[src/rtl/pipelined_adder_sub.sv]
// pipelined_adder_sub: WIDTH-bit add/subtract rippling one CHUNK per stage, with
// valid/ready handshake, carry/overflow/zero flags and a sticky clearable overflow flag.
module pipelined_adder_sub #(
    parameter int WIDTH = 16,
    parameter int CHUNK = 4
) (
    input  logic             clk,
    input  logic             rst,
    input  logic             in_valid,
    output logic             in_ready,
    input  logic [WIDTH-1:0] inp1,
    input  logic [WIDTH-1:0] inp2,
    input  logic             cin,
    input  logic             sub,
    output logic             out_valid,
    input  logic             out_ready,
    output logic [WIDTH-1:0] sum,
    output logic             cout,
    output logic             ovf,
    output logic             zero,
    input  logic             clr_exc,
    output logic             exc_sticky
);
    localparam int N = WIDTH / CHUNK;

    logic w_en;
    logic r_ovf, r_zero, r_exc;

    if (CHUNK < 1 || WIDTH % CHUNK != 0) begin : g_bad
        $fatal(1, "pipelined_adder_sub: WIDTH must be a positive multiple of CHUNK");
    end

    assign w_en     = !out_valid || out_ready;
    assign in_ready = w_en;

    // Stage g keeps only the operand bits still to be summed and the sum bits already done.
    for (genvar g = 0; g < N; g++) begin : stg
        localparam int RW = WIDTH - g * CHUNK;
        logic                   w_v, w_c;
        logic [RW-1:0]          w_a, w_b;
        logic [CHUNK:0]         w_t;
        logic [(g+1)*CHUNK-1:0] w_s;
        logic                   r_v, r_c;
        logic [(g+1)*CHUNK-1:0] r_s;
        if (g == 0) begin : src
            assign w_v = in_valid;
            assign w_c = sub | cin;
            assign w_a = inp1;
            assign w_b = sub ? ~inp2 : inp2;
            assign w_s = w_t[CHUNK-1:0];
        end else begin : chain
            assign w_v = stg[g-1].r_v;
            assign w_c = stg[g-1].r_c;
            assign w_a = stg[g-1].mid.r_a;
            assign w_b = stg[g-1].mid.r_b;
            assign w_s = {w_t[CHUNK-1:0], stg[g-1].r_s};
        end
        assign w_t = {1'b0, w_a[CHUNK-1:0]} + {1'b0, w_b[CHUNK-1:0]} + {{CHUNK{1'b0}}, w_c};
        always_ff @(posedge clk or posedge rst) begin
            if (rst) begin
                r_v <= 1'b0;
                r_c <= 1'b0;
                r_s <= '0;
            end else if (w_en) begin
                r_v <= w_v;
                if (w_v) begin
                    r_c <= w_t[CHUNK];
                    r_s <= w_s;
                end
            end
        end
        if (g < N - 1) begin : mid
            logic [RW-CHUNK-1:0] r_a, r_b;
            always_ff @(posedge clk or posedge rst) begin
                if (rst) begin
                    r_a <= '0;
                    r_b <= '0;
                end else if (w_en && w_v) begin
                    r_a <= w_a[RW-1:CHUNK];
                    r_b <= w_b[RW-1:CHUNK];
                end
            end
        end
    end

    // The last stage still sees the operand MSBs, so the flags are registered alongside its sum.
    always_ff @(posedge clk or posedge rst) begin
        if (rst) begin
            r_ovf  <= 1'b0;
            r_zero <= 1'b0;
        end else if (w_en && stg[N-1].w_v) begin
            r_ovf  <= (stg[N-1].w_a[CHUNK-1] == stg[N-1].w_b[CHUNK-1]) &&
                      (stg[N-1].w_s[WIDTH-1] != stg[N-1].w_a[CHUNK-1]);
            r_zero <= stg[N-1].w_s == '0;
        end
    end

    always_ff @(posedge clk or posedge rst) begin
        if (rst) r_exc <= 1'b0;
        else if (out_valid && out_ready && r_ovf) r_exc <= 1'b1;
        else if (clr_exc) r_exc <= 1'b0;
    end

    assign out_valid  = stg[N-1].r_v;
    assign sum        = stg[N-1].r_s;
    assign cout       = stg[N-1].r_c;
    assign ovf        = r_ovf;
    assign zero       = r_zero;
    assign exc_sticky = r_exc;
endmodule
[config.mk]
export PLATFORM = sky130hd
export DESIGN_NAME = pipelined_adder_sub
export DESIGN_NICKNAME = d
export VERILOG_FILES = /design/src/rtl/pipelined_adder_sub.sv
export SDC_FILE = /design/constraint.sdc
export NUM_CORES = 1
export LEC_CHECK = 0
export BUFFER_PORTS_ARGS = -buffer_cell sky130_fd_sc_hd__buf_2
export CAP_MARGIN = 20
export CORE_ASPECT_RATIO = 0.9
export CORE_MARGIN = 2
export CORE_UTILIZATION = 57
export CTS_CLUSTER_SIZE = 14
export DETAILED_ROUTE_END_ITERATION = 16
export PLACE_DENSITY_LB_ADDON = 0.12
export SLEW_MARGIN = 20
export SYNTH_ARGS = -nofsm -noshare
export SYNTH_HDL_FRONTEND = slang
export SYNTH_SLANG_ARGS = --single-unit
[constraint.sdc]
create_clock -name clk -period 4.34 [get_ports clk]
set_input_delay 0.868 -clock clk [delete_from_list [all_inputs] [get_ports clk]]
set_output_delay 0.868 -clock clk [all_outputs]
set_load 0.005 [all_outputs]
==> flow_summary.yaml, run 1 <==
clock_tree:
  clkSinkCount: 99
  cts_hold_buf: 0
  clock_tree.buffer_depth: 2
  clk_pin_slew_worst_paths_ps: 80
  root_buffer: "clkbuf_8"
  worstSkewPairLatency_ps: 340
  htree_levels: 3
  cts_resized: 0
  cts_setup_buffers: 0
  cts_tree: "yes"
  cts_buffers: 9
route:
  drt_iter0_drc: 79
  wl_um: 6950
  post_drt_via_cell_ratio: 5.14
  wl_per_cell_um: 14.3
  drc: 0
  vias: 2497
  postRouteAntennaNets: 0
  dr.pass1.iters: 4
floorplanning:
  io_pins: 61
  die_height_um: 87.5
  core_area_mm2: 0.00754
  dieWidth_um: 96.8
  start_util: 0.585
  rows: 30
  fp.dieArea_mm2: 0.00847
sta:
  slew_violations: 0
  post-route-min-period_ps: 2620
  hold_viol: 0
  hold_ws_ps: 478
  fin_crit_sh: 0.605
  slew_headroom: 0.421
  rsz0062_at_grt: "false"
  fmax_ghz: 0.381
  tightest_slew_ps: 868
  setup_violations: 0
  finClkSkew_ps: 7.96
  layout_setup_ws_ps: 1720
  setup_tns_ps: 0
critical_path:
  worstSetupPathType: "in2reg"
  arrival_ps: 2820
  crit_chain: "buf_2, or2_2, fa_1, fa_1, a21o_1, a211oi_1, a21oi_1"
  worst_setup_path_end_kind: "flop"
  crit_fanout: 17
  slowest_stage: "fa_1"
  crit_top_cell: "fa_1"
  crit_path_start_kind: "input pin"
  crit_required_ps: 4540
  cpPeakStageDelay_ps: 430
cells_and_area:
  final_cell_mix: "dfrtp_1 (99), buf_2 (60), mux2_2 (59), nand2_1 (29), o21ai_0 (26)"
  seq_area_mm2: 0.00248
  diodes: 0
  areaGrowthSynthToFinish_pct: 12.8
  final_area_mm2: 0.00498
  fin_nets: 447
  drive_gt1_frac: 0.382
  layout_commonest_cell: "dfrtp_1"
  multi_input_area_mm2: 0.00178
  fillers: 577
synthesis:
  synth_cell_types: 31
  yosysWarnings: 0
  syn_area_per_cell_um2: 13.5
  synthCells: 328
  yosysSeqAreaShare: 0.561
  ys_ff_latch: 99
  netlist_area_mm2: 0.00442
  synth-edff-count: 0
  synth_fp_nets: 387
  synthFlopType: "dfrtp_1"
  async_reset_ff_frac: 1.00
placement:
  port_buffers: 60
  dp_hpwl_um: 5110
  place_area_mm2: 0.00476
  preCtsSetupSlack_ps: 1360
  gp_congestion: 0.702
outcome:
  status: "finished clean"
pwr:
  p_int_uw: 2440
  worst_ir_drop_vdd_mv: 0.321
  power.switching_uw: 1120
  static-leakage-power_uw: 0.00237
  combPwrFrac: 0.371
  p_per_area_mw_per_mm2: 715
  seq_power_share: 0.444
  p_clk_frac: 0.185
  sw_frac_of_total: 0.316
flow_run:
  cap_violations: 0
global_route:
  grt_max_degree: 73
  grt_pass1_vias: 2535
  track_usage: 0.181
  overflow: 0
  grt_pass1_wl_um: 12100
  antenna_found_initial: 0
worst_hold_path:
  hold_class: "reg2reg"
==> cell families (layout without fill, tap and decap cells) <==
logic type / Yosys count / count (layout) / synth area share
fa+ha+maj: 20 / 20 / 0.0703
buf+inv: 28 / 90 / 0.0363
xor+xnor: 24 / 24 / 0.0476
simple gates: 44 / 44 / 0.0482
mux: 67 / 67 / 0.178
compound gates: 46 / 46 / 0.0589
flops: 99 / 99 / 0.561
==> sequential cells by signal (all words and copies together) (netlist names) <==
name and flops:
stg.mid.r_a 24, stg.mid.r_b 24, stg.r_v 3, zero 1, stg.r_s 24, exc_sticky 1
stg.r_c 3, sum 16, cout 1, out_valid 1, ovf 1
==> layout make-up <==
class                   count  share of cell area
clock buffers              10              0.0256
flip-flops and latches     99               0.498
well taps                  96              0.0241
multi-input cells         201               0.357
repair buffers             63              0.0663
inverters                  14              0.0111
clock inverters             3              0.0181
==> synth_stat cells, types with 3 or more instances <==
| library cell | n | area (um2) |
|---|---|---|
| inv_1 | 14 | 52.6 |
| fa_1 | 8 | 160 |
| nor4_1 | 3 | 18.8 |
| xor2_1 | 9 | 78.8 |
| dfrtp_1 | 99 | 2480 |
| mux2_4 | 8 | 120 |
| o31ai_1 | 3 | 22.5 |
| buf_2 | 9 | 45.0 |
| o21ai_0 | 26 | 130 |
| ha_1 | 12 | 150 |
| mux2_2 | 59 | 664 |
| a21oi_1 | 8 | 40.0 |
| nand2_1 | 29 | 109 |
| a21o_1 | 6 | 45.0 |
| xnor2_1 | 15 | 131 |
==> path summary, 6_finish.rpt <==
path	from	to	slack, ps	depth (start not counted)
min	stg[0].r_s[2]	stg[0].r_s[2]	480	2
min in group asynchronous	rst	stg[2].r_s[2]	690	2
max in group asynchronous	rst	ovf	2910	3
max	sub	stg[0].r_c	1720	7
min reg2reg	stg[0].r_s[2]	stg[0].r_s[2]	480	2
max reg2reg	stg[2].r_c	zero	2360	5
==> critical path: cells and delay by family <==
kind                       cells  cell delay [ps]
buffers and inverters          1              240
adders and majority gates      2              850
AOI/OAI and AO/OA              3              510
and+or+nand+nor                1              350
==> routing by layer <==
layer | wire length [um] | vias to the layer above | GRT usage
met5 | 0 | - | 0
met3 | 315 | 4 | 0.0474
met4 | 67 | 0 | 0.0538
met2 | 3030 | 61 | 0.276
li1 | - | 1235 | -
met1 | 3540 | 1197 | 0.260
==> metrics by stage <==
stage | instances | util | power [uW]
2_1_floorplan | 328 | - | 2600
6_report | 486 | 0.660 | 3560
3_3_place_gp | 472 | 0.629 | 2870
4_1_cts | 486 | 0.660 | 3600
5_1_grt | 486 | 0.660 | 3840
3_5_place_dp | 473 | 0.631 | 2940
==> power by group through the flow <==
stage	sequential [uW]	combinational, uW	clock (uW)
global placement	1590	1280	0
finish	1580	1320	659
global route	1640	1480	710
CTS	1590	1340	676
detailed placement	1610	1330	0
floorplan	1530	1070	0
Note: power is estimated with default switching activity, not from simulation.
==> run 2: changes to the inputs <==
--- a/config.mk
+++ b/config.mk
@@ -5,11 +5,12 @@
 export SDC_FILE = /design/constraint.sdc
 export NUM_CORES = 1
 export LEC_CHECK = 0
+export ABC_AREA = 1
 export BUFFER_PORTS_ARGS = -buffer_cell sky130_fd_sc_hd__buf_2
 export CAP_MARGIN = 20
 export CORE_ASPECT_RATIO = 0.9
 export CORE_MARGIN = 2
-export CORE_UTILIZATION = 57
+export CORE_UTILIZATION = 52
 export CTS_CLUSTER_SIZE = 14
 export DETAILED_ROUTE_END_ITERATION = 16
 export PLACE_DENSITY_LB_ADDON = 0.12
==> constraint.sdc (replaced) <==
create_clock -name clk -period 2.4 [get_ports clk]
set_input_delay 0.48 -clock clk [delete_from_list [all_inputs] [get_ports clk]]
set_output_delay 0.48 -clock clk [all_outputs]
set_load 0.005 [all_outputs]
==> flow_summary.yaml, run 2 <==
synthesis:
  synth-edff-count: 0
  syn_area_per_cell_um2: 9.39
  synth_fp_nets: 544
  synthFlopType: "dfrtp_1"
  synth_top_family_by_area: "simple AND/OR/NAND/NOR gates"
  synth_common_cells: "nand2_1 (174), dfrtp_1 (99), o21ai_1 (42)"
  yosys-top-cells-area: "dfrtp_1 (54%), nand2_1 (14%), o21ai_1 (4.6%), fa_1 (3.5%), inv_1 (3.4%)"
  yosysWarnings: 0
  synth_top_cell_by_area: "dfrtp_1"
  synth_top_area_frac: 0.544
  yosysSeqAreaShare: 0.544
  ys_ff_latch: 99
  synth_compound_area_frac: 0.0863
  synthCells: 485
  synth_cell_types: 24
  netlist_area_mm2: 0.00455
  async_reset_ff_frac: 1.00
  yosysMostFrequentCell: "nand2_1"
  yosys.area_share.simple: 0.194
  muxShareOfSynthArea: 0
  synthAdderAreaFrac: 0.0681
  synth_xor_area_frac: 0.0365
route:
  wl_um: 8120
  drc: 0
  dr.pass1.iters: 4
  post_drt_via_cell_ratio: 4.69
  drt_iter0_drc: 112
  postRouteAntennaNets: 0
  wl_per_cell_um: 12.2
  vias: 3111
global_route:
  grt_pass1_wl_um: 14100
  grt_pass1_vias: 3030
  track_usage: 0.192
  antenna_found_initial: 0
  grt_max_degree: 47
  overflow: 0
sta:
  finClkSkew_ps: 11.3
  setup_violations: 0
  rsz0062_at_grt: "false"
  tightest_slew_ps: 558
  layout_setup_ws_ps: 482
  post-route-min-period_ps: 1920
  slew_headroom: 0.627
  setup_tns_ps: 0
  hold_ws_ps: 156
  slew_violations: 0
  fmax_ghz: 0.521
  hold_viol: 0
  fin_crit_sh: 0.799
critical_path:
  crit_family: "adder cells"
  cpPeakStageDelay_ps: 490
  worstSetupPathType: "reg2reg"
  path_buf_inv: 1
  arrival_ps: 2180
  endpoint: "zero"
  reg2reg_to: "zero"
  r2r_slack_ps: 480
  crit_fanout: 2
  reg2regPathDepth: 8
  slowest_stage: "fa_1"
  worst_setup_path_end_kind: "flop"
  r2r-start: "stg[2].r_c"
  worst-path-stages: 8
  crit_top_cell: "nand2_1"
  crit_path_start_kind: "flop"
  critPathLaunch: "stg[2].r_c"
  crit_chain: "fa_1, fa_1, nand2_1, inv_1, o21ai_0, nor2_1, nand2_1, nand2_1"
  crit_required_ps: 2670
clock_tree:
  clkSinkCount: 99
  cts_buffers: 9
  htree_levels: 3
  cts_tree: "yes"
  worstSkewPairLatency_ps: 360
  root_buffer: "clkbuf_8"
  cts_hold_buf: 0
  cts_setup_buffers: 0
  clock_tree.buffer_depth: 2
  cts_resized: 0
  clk_pin_slew_worst_paths_ps: 90
cells_and_area:
  fillers: 771
  seq_area_mm2: 0.00248
  diodes: 0
  multi_input_area_mm2: 0.00175
  fin_util: 0.599
  final_cell_mix: "nand2_1 (174), dfrtp_1 (99), buf_2 (60), o21ai_1 (42), inv_1 (40)"
  fin_nets: 599
  reg_top3: "stg.mid.r_a: 24 flops, stg.mid.r_b: 24 flops, stg.r_s: 24 flops"
  areaGrowthSynthToFinish_pct: 12.2
  layout_commonest_cell: "nand2_1"
  final_area_mm2: 0.00511
  drive_gt1_frac: 0.169
floorplanning:
  start_util: 0.534
  rows: 32
  core_area_mm2: 0.00853
  die_height_um: 92.8
  io_pins: 61
  fp.dieArea_mm2: 0.00952
  dieWidth_um: 103
pwr:
  worst_ir_drop_vdd_mv: 0.473
  p_per_area_mw_per_mm2: 1160
  static-leakage-power_uw: 0.00267
outcome:
  status: "finished clean"
placement:
  gp_congestion: 0.767
  port_buffers: 60
  preCtsSetupSlack_ps: 267
  dp_hpwl_um: 5780
  place_area_mm2: 0.00490
flow_run:
  cap_violations: 0
worst_hold_path:
  hold_class: "in2async"
[run 2: changes by cell type after synthesis, sizes merged, moves of 10 or more]
cell / delta
xnor2: -10
nand2: +142
mux2: -67
nand3: +11
inv: +31
o21ai: +40
nor2: +15
[run 2: cell families after synthesis]
family,after synthesis
AOI/OAI and AO/OA,75
adders and majority gates,20
DFF,99
and+or+nand+nor,208
xor gates and xnor gates,19
buffers and inverters,64
[run 2: worst min path at each step]
stage | to | slack [ps] | cells past startpoint
6_report | sum[10] | 160 | 2
4_1_cts | sum[10] | 160 | 2
3_3_place_gp | sum[3] | 450 | 2
5_1_grt | sum[10] | 190 | 2
3_5_place_dp | sum[2] | 450 | 2
2_1_floorplan | stg[0].mid.r_a[11] | 440 | 2
[run 2: per-stage QoR]
stage,cells,total power (uW)
6_report,664,5930
5_1_grt,664,6460
4_1_cts,664,6000
3_5_place_dp,648,4880
3_3_place_gp,648,4800
2_1_floorplan,485,4340
[run 2: layout make-up]
type / instances / area share
sequential: 99 / 0.485
multi-input combinational: 322 / 0.343
timing repair buffer: 63 / 0.0681
inverter: 45 / 0.0343
clock buffer: 13 / 0.0311
tap: 119 / 0.0291
clock inverter: 3 / 0.00906
[run 2: power breakdown]
part	leakage [uW]	switching (uW)	internal [uW]
Clock	0.0000998	556	542
Sequential	0.00124	356	2320
Combinational	0.00133	1320	833
Total	0.00267	2230	3700
[run 2: per-layer routing]
metal / vias to the layer above / wire length, um / share of wire / global-route usage
met4: 0 / 132 / 0.016 / 0.0767
li1: 1625 / - / - / -
met3: 11 / 372 / 0.046 / 0.0347
met1: 1406 / 3960 / 0.49 / 0.269
met5: - / 0 / 0 / 0
met2: 69 / 3650 / 0.45 / 0.296
